===== config.mk =====
export PLATFORM = sky130hd
export DESIGN_NAME = piso_tx_shifter
export DESIGN_NICKNAME = d
export VERILOG_FILES = /design/src/rtl/piso_tx_shifter.sv
export SDC_FILE = /design/constraint.sdc
export NUM_CORES = 1
export LEC_CHECK = 0
export BUFFER_PORTS_ARGS = -buffer_cell sky130_fd_sc_hd__buf_2
export CAP_MARGIN = 15
export CORE_MARGIN = 5
export CORE_UTILIZATION = 40
export CTS_CLUSTER_SIZE = 16
export DETAILED_ROUTE_END_ITERATION = 8
export SLEW_MARGIN = 20
export SYNTH_ARGS = -nofsm -noshare
export SYNTH_HDL_FRONTEND = slang
export SYNTH_SLANG_ARGS = --single-unit

===== constraint.sdc =====
create_clock -name clk -period 1.4 [get_ports clk]
set_input_delay 0 -clock clk [delete_from_list [all_inputs] [get_ports clk]]
set_output_delay 0 -clock clk [all_outputs]
set_load 0.01 [all_outputs]

===== src/rtl/piso_tx_shifter.sv =====
// piso_tx_shifter
//   Parallel-in, serial-out transmitter. A word accepted through the
//   load_valid/load_ready handshake is sent one bit per clock on sout, each
//   bit qualified by a one-cycle capture strobe sout_en for the downstream
//   enable-gated capture element. An even-parity bit is optionally appended.
//
// Ports
//   clk         rising-edge clock
//   rst_n       asynchronous active-low reset
//   din         word to send, sampled only on an accepted load
//   load_valid  a word is offered on din
//   load_ready  block can accept a word (decoded from state, IDLE only)
//   hold        downstream stall, freezes shifting while in SHIFT
//   sout        serial data bit (registered, holds last bit when idle)
//   sout_en     capture strobe, sout is valid while high (registered)
//   busy        frame in progress, SHIFT or DONE (registered)
//   done        one-cycle pulse after the last bit (registered)
//
// State table
//   state | meaning
//   IDLE  | waiting for a load, load_ready=1
//   SHIFT | presenting frame bits; counter = bits already strobed
//   DONE  | one-cycle done pulse, then back to IDLE
//
// Timing: a load accepted at edge E0 puts bit k on sout with sout_en=1 after
// edge E0+k+1, done after E0+N+1, and IDLE (load_ready) after E0+N+2, so
// the earliest following load is taken at edge E0+N+3.

module piso_tx_shifter #(
  parameter int WIDTH     = 8,
  parameter int LSB_FIRST = 0,
  parameter int PARITY    = 0
) (
  input  logic             clk,
  input  logic             rst_n,
  input  logic [WIDTH-1:0] din,
  input  logic             load_valid,
  output logic             load_ready,
  input  logic             hold,
  output logic             sout,
  output logic             sout_en,
  output logic             busy,
  output logic             done
);

  localparam int N  = WIDTH + PARITY;
  localparam int CW = $clog2(N + 1);
  localparam logic [CW-1:0] LAST = CW'(N);
  localparam logic [CW-1:0] DLEN = CW'(WIDTH);

  typedef enum logic [1:0] {
    IDLE  = 2'd0,
    SHIFT = 2'd1,
    DONE  = 2'd2
  } state_t;

  state_t           state, state_nx;
  logic [WIDTH-1:0] sreg, sreg_nx;
  logic [CW-1:0]    cnt, cnt_nx;
  logic             par, par_nx;
  logic             sout_nx, sout_en_nx, busy_nx, done_nx;
  logic             head_bit;
  logic [WIDTH-1:0] sreg_adv;

  // Bit leaving the shift register next, and the register after it leaves.
  assign head_bit = (LSB_FIRST != 0) ? sreg[0] : sreg[WIDTH-1];
  assign sreg_adv = (LSB_FIRST != 0) ? {1'b0, sreg[WIDTH-1:1]}
                                     : {sreg[WIDTH-2:0], 1'b0};

  assign load_ready = (state == IDLE);

  always_ff @(posedge clk or negedge rst_n) begin
    if (!rst_n) begin
      state <= IDLE;
    end else begin
      state <= state_nx;
    end
  end

  always_comb begin
    state_nx   = state;
    sreg_nx    = sreg;
    cnt_nx     = cnt;
    par_nx     = par;
    sout_nx    = sout;
    sout_en_nx = 1'b0;
    done_nx    = 1'b0;
    case (state)
      IDLE: begin
        if (load_valid) begin
          state_nx = SHIFT;
          sreg_nx  = din;
          par_nx   = ^din;
          cnt_nx   = '0;
        end
      end
      SHIFT: begin
        // hold freezes everything; the strobe simply stays low for that cycle
        if (!hold) begin
          if (cnt == LAST) begin
            state_nx = DONE;
            done_nx  = 1'b1;
          end else begin
            sout_en_nx = 1'b1;
            cnt_nx     = cnt + CW'(1);
            if (cnt < DLEN) begin
              sout_nx = head_bit;
              sreg_nx = sreg_adv;
            end else begin
              sout_nx = par;
            end
          end
        end
      end
      DONE: begin
        state_nx = IDLE;
      end
      default: begin
        state_nx = IDLE;
      end
    endcase
    busy_nx = (state_nx != IDLE);
  end

  always_ff @(posedge clk or negedge rst_n) begin
    if (!rst_n) begin
      sreg    <= '0;
      cnt     <= '0;
      par     <= 1'b0;
      sout    <= 1'b0;
      sout_en <= 1'b0;
      busy    <= 1'b0;
      done    <= 1'b0;
    end else begin
      sreg    <= sreg_nx;
      cnt     <= cnt_nx;
      par     <= par_nx;
      sout    <= sout_nx;
      sout_en <= sout_en_nx;
      busy    <= busy_nx;
      done    <= done_nx;
    end
  end

endmodule


Word-level counts from Yosys, hierarchy flattened
Cells that the tools add are included.
- logic and storage cells: 46
- output and inout bits: 5
- flip-flop bits (word level): 19
- equal/unequal tests: 6
- magnitude comparators: 1
- reductions and logical operators: 8
- add/sub/neg operators: 1
- bitwise logic cells: 2
- multiplexer cells: 20
- operators by type and width (operator ; number):
    $mux 8 ; 4
    $pmux 8 s2 ; 1
    $mux 4 ; 3
    $ne 2x2->1 const B ; 4
    $pmux 4 s2 ; 1
    $reduce_xor 8->1 ; 1
    $mux 1 ; 7
    $mux 2 ; 3
    $reduce_and 5->1 ; 1
    $add 4x1->4 const B ; 1
    $eq 4x4->1 const B ; 1
    $lt 4x4->1 const B ; 1
    $pmux 2 s2 ; 1
    $reduce_and 4->1 ; 1
    $reduce_bool 2->1 ; 2
    $reduce_and 3->1 ; 1
    $eq 2x1->1 const B ; 1
    $logic_not 2->1 ; 1
    $not 1->1 ; 2
    $reduce_and 2->1 ; 1

Logic depth before layout (Yosys ltp)
Gate-level depths: netlist (run 1).
- word-level depth: 5
- mapped depth: 7
- gate-level depth less buffers: 6

Worst setup path after synthesis (run 1)
OpenSTA, ideal clock, no wires.
- path type: reg-to-reg
- start point: register cnt[0]
- end point: register cnt[0]
- library setup time: 0.125 ns
- required time: 1.275 ns
- setup slack: 0.026 ns
- clock period less this slack: 1.374 ns
- stages on the path, launching flop included: 7
- arrival: 1.250 ns
- path buffers: 1
- path through: dfrtp_1 inv_1 ha_1 nand3b_1 and2_1 buf_2 mux2_2
- word-level cells in the longest chain between the ends: 4
- RTL lines (what ; RTL line ; source):
    from (decl) ; 59 ; logic [CW-1:0] cnt, cnt_nx;
    from (signal assigned) ; 136 ; cnt <= cnt_nx;
    $add 4x1->4 ; 105 ; cnt_nx = cnt + CW'(1);
    $mux 4 ; 100 ; if (cnt == LAST) begin
    $mux 4 ; 99 ; if (!hold) begin
    $pmux 4 s2 ; 88 ; case (state)
Parallel ways exist; a longest one is shown, timed or not. The select of a mux whose other input is x is not followed.
A chain may end at the register's enable or synchronous reset.

Worst setup path after layout (run 1)
- start point: register state[0]
- end point: register sreg[3]
- word-level cells in the longest chain between the ends: 3
- RTL lines (what ; RTL line ; source):
    from (decl) ; 57 ; state_t state, state_nx;
    from (signal assigned) ; 76 ; state <= state_nx;
    $eq 2x1->1 / $logic_not 2->1 (equally long branches) ; 88 ;
    $ne 2x2->1 (no line) / $reduce_bool 2->1 (equally long branches) ; -- ;
    $reduce_and 5->1 (no line) ; -- ;
    to (signal assigned) ; 135 ; sreg <= sreg_nx;
    to (decl) ; 58 ; logic [WIDTH-1:0] sreg, sreg_nx;
Parallel ways exist; a longest one is shown, timed or not.

==> impl_metrics.yaml, run 1 <==
setup_path:
  crit_fanout: 15
  cp.required_ps: 1620
  critPathSlowestCell: "dfrtp_1"
  reg2reg_setup_slack_ps: 10
  endpoint_kind: "register"
  rr_endpoint: "sreg[3]"
  reg2regPathDepth: 5
  slowest_delay_ps: 420
  rr_startpoint: "state[0]"
  cp-start-kind: "register"
  worst_ep_arrival_time_ps: 1610
  path_cells: "or3b_4, a21oi_4, buf_12, nor2_1, a21oi_1"
  path_class: "register to register"
min_path:
  hold-path-endpoint: "sreg[4]"
  worstHoldPathCells: 3
  min-delay-start: "din[4]"
  hold_class: "input port to register"
die:
  rows: 17
  core_area_um2: 2233
  fp.dieH_um: 58.47
  start_util_pct: 42.07
  die_w_um: 58.47
  num_io_pins: 17
  die_area_um2: 3418
flow_run:
  maxCapViolCount: 0
synth:
  synth_seq_cells: 19
  yosys-top-cells-area: "dfrtp_1, mux2i_1, xnor2_1, nor2_1, a21oi_1"
  syn_area_um2: 939.7
  synth_most_common_cell: "dfrtp_1"
  synth-main-ff-cell: "dfrtp_1"
  yosysSeqAreaShare_pct: 50.60
  synth_edf_count: 0
  synth_top_cell_area_share_pct: 50.60
  syn_inst: 86
  yosys.area.top_type: "dfrtp_1"
  synthesis.nets: 100
  ys_types: 26
  synth_common_cells: "dfrtp_1, nor2_1, a21oi_1, mux2i_1, xnor2_1"
  yosys_warnings: 0
  synthArstFlopShare_pct: 100.0
  postSynthAreaPerCell_um2: 10.93
sta:
  skew_ps: 7.233
  worst_slack_ps: 10.52
  period_minus_slack_ps: 1389
  tightestPinTransition_ps: 413.7
  finalCritPeriodShare_pct: 99.25
  hold_viol: 0
  grt_setup_unrepaired: "true"
  finalSetupViolations: 0
  maxSlewHeadroom_pct: 72.42
  drv_slew: 0
  max_freq_mhz: 719.7
cts:
  cts_made_buffers: 3
  path_clk_slew_ps: 110
  h-tree-depth: 1
  clock-sinks: 19
  tritoncts: "built"
  clkLatencyLatePin_ps: 290
  cts-root-buf: "clkbuf_4"
  clk_path_buf_depth: 2
cells_and_area:
  nets: 130
  drive_gt1_share_pct: 33.04
  syn_to_final_growth_pct: 27.03
  final_util_pct: 53.45
  diodes: 0
placement:
  place_ws_ps: 52.52
  dpl.hpwl_um: 1338
  port_buffers: 16
  gp_congestion: 0.7796
detailed_routing:
  drc: 0
  drt_iter0_drc: 7
  wl_met1_um: 810
  dr_total_vias: 674
  met2WireLength_um: 809
  wl_per_cell_um: 11.96
  routed_wl_um: 1710
  dr.pass1.iters: 4
  wl_met3_um: 76
  ant_nets: 0
  via_per_inst: 4.713
  highest-signal-layer: "met4"
run_status:
  outcome: "finished, final reports clean"
power_and_ir_drop:
  p_leak_nw: 0.5694
  p_per_area_nw_per_um2: 1907
  ir_drop_mv: 0.8309
global_routing:
  overflow: 0
  antenna_found_initial: 0
  grt_max_degree: 20
  grt.total_usage_pct: 11.23
  grt_pass1_wl_um: 3022
  first_global_vias: 725
## registers in the layout (all words and copies together) (netlist names)
| name | flops |
|---|---|
| sout_en | 1 |
| done | 1 |
| sreg | 8 |
| busy | 1 |
| state | 2 |
| cnt | 4 |
| sout | 1 |
| par | 1 |
## where the power goes
group | total, mW | switching, mW | internal (mW) | leakage, nW
sequential | 0.884 | 0.114 | 0.771 | 0.221
clock | 0.274 | 0.168 | 0.106 | 0.0177
combinational | 1.12 | 0.520 | 0.598 | 0.331
total | 2.28 | 0.802 | 1.47 | 0.569
## cell families after synthesis
logic type / count (synthesis) / synth area share, %
buffers and inverters: 7 / 3.861
and+or+nand+nor: 24 / 13.45
adders and majority gates: 2 / 2.663
AOI/OAI and AO/OA: 16 / 11.32
DFF: 19 / 50.60
muxes: 9 / 9.721
xor gates and xnor gates: 9 / 8.389
## metal layers
layer,up-vias,global-route usage [%]
li1,351,-
met1,309,14.60
met2,12,18.66
met3,2,1.974
met4,0,3.974
met5,-,0
## worst max path at each step
stage	start	endpoint	slack, ps	depth (start not counted)
after global placement	state[0]	sreg[0]	90	4
after CTS	state[0]	sreg[3]	10	5
after floorplan	cnt[0]	cnt[0]	30	6
after detailed placement	state[0]	sreg[3]	50	5
final	state[0]	sreg[3]	10	5
after global routing	state[0]	sreg[1]	-60	5
## metrics by stage
step / instances / TNS (ps) / instance area, um^2 / hold slack, ps / total power, mW
final: 143 / 0 / 1194 / 42.20 / 2.277
after global routing: 143 / -405.9 / 1194 / 61.02 / 2.468
after CTS: 143 / 0 / 1184 / 40.43 / 2.290
after detailed placement: 136 / 0 / 1126 / -33.70 / 2.010
after global placement: 136 / 0 / 1126 / -34.52 / 1.976
after floorplan: 86 / 0 / 939.7 / -295.6 / 1.609
## cells in the final DEF (no fill, tap or decap), types with 2 or more instances in the layout
cell	Yosys	routed
a21oi_1	8	8
clkbuf_4	0	3
mux2i_1	8	8
nor2b_1	2	2
a21oi_2	2	2
buf_4	0	7
dlygate4sd3_1	0	3
o21ai_0	3	3
nor2_1	13	13
xnor2_1	7	7
buf_12	0	2
inv_1	4	4
buf_2	2	16
dfrtp_1	19	19
xor2_1	2	2
ha_1	2	2
## critical path: cells and delay by family (launching register included)
family	cells	cell delay (ps)
compound gates	2	290
buf+inv	1	150
flops	1	420
simple gates	2	450
## timing repair
action	in CTS	in global routing
hold buffers	3	0
setup buffers	0	0
hold endpoints to repair	21	0
resized for setup	0	2
setup endpoints to repair	0	9
## area by class of cell
type,count,area (um^2)
clock inverter,1,5.005
sequential,19,475.5
clock buffer,3,22.52
timing repair buffer,28,202.7
inverter,4,15.01
tap,28,35.03
multi-input combinational,60,437.9
fill,213,1040
Power figures use the tool's default switching activity.
==> run 2, diff against run 1 <==
--- a/config.mk
+++ b/config.mk
@@ -8,10 +8,10 @@
 export BUFFER_PORTS_ARGS = -buffer_cell sky130_fd_sc_hd__buf_2
 export CAP_MARGIN = 15
 export CORE_MARGIN = 5
-export CORE_UTILIZATION = 40
+export CORE_UTILIZATION = 30
 export CTS_CLUSTER_SIZE = 16
 export DETAILED_ROUTE_END_ITERATION = 8
-export SLEW_MARGIN = 20
+export SLEW_MARGIN = 10
 export SYNTH_ARGS = -nofsm -noshare
 export SYNTH_HDL_FRONTEND = slang
 export SYNTH_SLANG_ARGS = --single-unit
==> impl_metrics.yaml, run 2 (synthesis gave the netlist of run 1 again) <==
run_status:
  outcome: "finished, final reports clean"
power_and_ir_drop:
  ir_drop_mv: 0.8129
  clockPowerShare_pct: 12.5
  combPwrFrac_pct: 48.3
  p_leak_nw: 0.5641
  p_switching_mw: 0.8267
  p_per_area_nw_per_um2: 1886
  p_int_mw: 1.448
  p_sw_share_pct: 36.34
  seq_power_share_pct: 39.2
sta:
  period_minus_slack_ps: 1372
  hold_viol: 0
  finalCritPeriodShare_pct: 97.96
  worst_slack_ps: 28.49
  drv_slew: 0
  finalSetupViolations: 0
  skew_ps: 3.693
  max_freq_mhz: 729.1
  tightestPinTransition_ps: 423.0
  grt_setup_unrepaired: "true"
  maxSlewHeadroom_pct: 71.80
setup_path:
  reg2reg_setup_slack_ps: 30
  worst_ep_arrival_time_ps: 1570
  cp-start-kind: "register"
  crit_fanout: 6
  path_buf_inv: 1
  endpoint_kind: "register"
  cp.required_ps: 1600
  path_cells: "inv_1, ha_1, nand3b_1, and2_4, mux2_2"
  path_class: "register to register"
  critPathSlowestCell: "dfrtp_1"
  slowest_delay_ps: 390
  cpLargestDelayFamily: "simple AND/OR/NAND/NOR gates"
cts:
  cts-root-buf: "clkbuf_4"
  cts_made_buffers: 3
  clk_path_buf_depth: 2
  tritoncts: "built"
  path_clk_slew_ps: 120
  h-tree-depth: 1
  clkLatencyLatePin_ps: 300
  clock-sinks: 19
cells_and_area:
  layout_common_cells: "dfrtp_1, buf_2, nor2_1"
  nets: 130
  syn_to_final_growth_pct: 28.36
  largest-register: "sreg"
  drive_gt1_share_pct: 34.78
  diodes: 0
  multiInputGateArea_um2: 442.9
  final_util_pct: 39.83
  seqCellArea_um2: 475.5
  fillers: 311
  final_common_cell: "dfrtp_1"
  largest_reg_flops: 8
  reg_top3: "sreg: 8 flops, cnt: 4 flops, state: 2 flops"
die:
  start_util_pct: 31.03
  rows: 20
  fp.dieH_um: 65.97
  die_area_um2: 4351
  num_io_pins: 17
  core_area_um2: 3028
  die_w_um: 65.97
detailed_routing:
  drc: 0
  dr_total_vias: 694
  wl_per_cell_um: 11.04
  dr.pass1.iters: 4
  via_per_inst: 4.365
  drt_iter0_drc: 9
  routed_wl_um: 1756
  ant_nets: 0
global_routing:
  antenna_found_initial: 0
  overflow: 0
  grt.total_usage_pct: 8.994
  grt_pass1_wl_um: 3049
  grt_max_degree: 20
  first_global_vias: 705
flow_run:
  maxCapViolCount: 0
min_path:
  hold_class: "input port to register"
placement:
  dpl.hpwl_um: 1273
  gp_congestion: 0.7237
  port_buffers: 16
  place_ws_ps: -22.84
[run 2: cell counts in the layout (fill, tap and decap cells not counted)]
Identical to the previous run, type by type.
[run 2: power by group through the flow]
stage               clock, mW  combinational, mW  sequential [mW]
CTS                     0.295               1.10            0.889
floorplan                   0              0.699            0.910
detailed placement          0               1.06            0.895
global route            0.316               1.22            0.920
finish                  0.285               1.10            0.891
global placement            0               1.04            0.893
[run 2: repair_timing]
| action | 4_1_cts | 5_1_grt |
|---|---|---|
| endpoints found under the hold margin | 21 | 0 |
| endpoints found under the setup margin | 2 | 9 |
| resized for setup | 2 | 4 |
| hold buffers | 3 | 0 |
| setup buffers | 0 | 1 |
[run 2: worst reg2reg max path: stages (launching register included)]
cell and delay [ps]:
dfrtp_1 390, inv_1 60, ha_1 140, nand3b_1 200
and2_4 230, mux2_2 250
[run 2: per-layer routing]
metal	global-route usage, %	vias up	part of all wire [%]
li1	-	345	-
met1	11.49	331	47
met2	14.27	16	46
met3	3.912	2	6.1
met4	1.523	0	0.51
met5	0	-	0
[run 2: layout make-up]
class | count | area share [%]
repair buffers | 28 | 15.77
clock buffers | 3 | 1.867
clock inverters | 1 | 0.4149
well taps | 44 | 4.564
flip-flops and latches | 19 | 39.42
multi-input cells | 60 | 36.72
inverters | 4 | 1.245
[run 2: final timing paths]
check                             from       to  depth (start not counted)
worst max-delay path            cnt[0]   cnt[0]                          5
worst min-delay path            din[7]  sreg[7]                          3
worst max register to register  cnt[0]   cnt[0]                          5
worst min register to register    sout     sout                          2
max in group asynchronous        rst_n  sreg[5]                          2
min in group asynchronous        rst_n     busy                          2
[run 2: metrics by stage]
stage / area, um^2 / power, mW / TNS [ps] / hold WS (ps) / cells
finish: 1206 / 2.275 / 0 / 25.65 / 159
floorplan: 939.7 / 1.609 / 0 / -295.6 / 86
global placement: 1126 / 1.935 / -35.21 / -33.29 / 151
global route: 1206 / 2.455 / -196.7 / 31.16 / 159
detailed placement: 1126 / 1.959 / -22.84 / -34.32 / 151
CTS: 1194 / 2.280 / 0 / 23.60 / 158
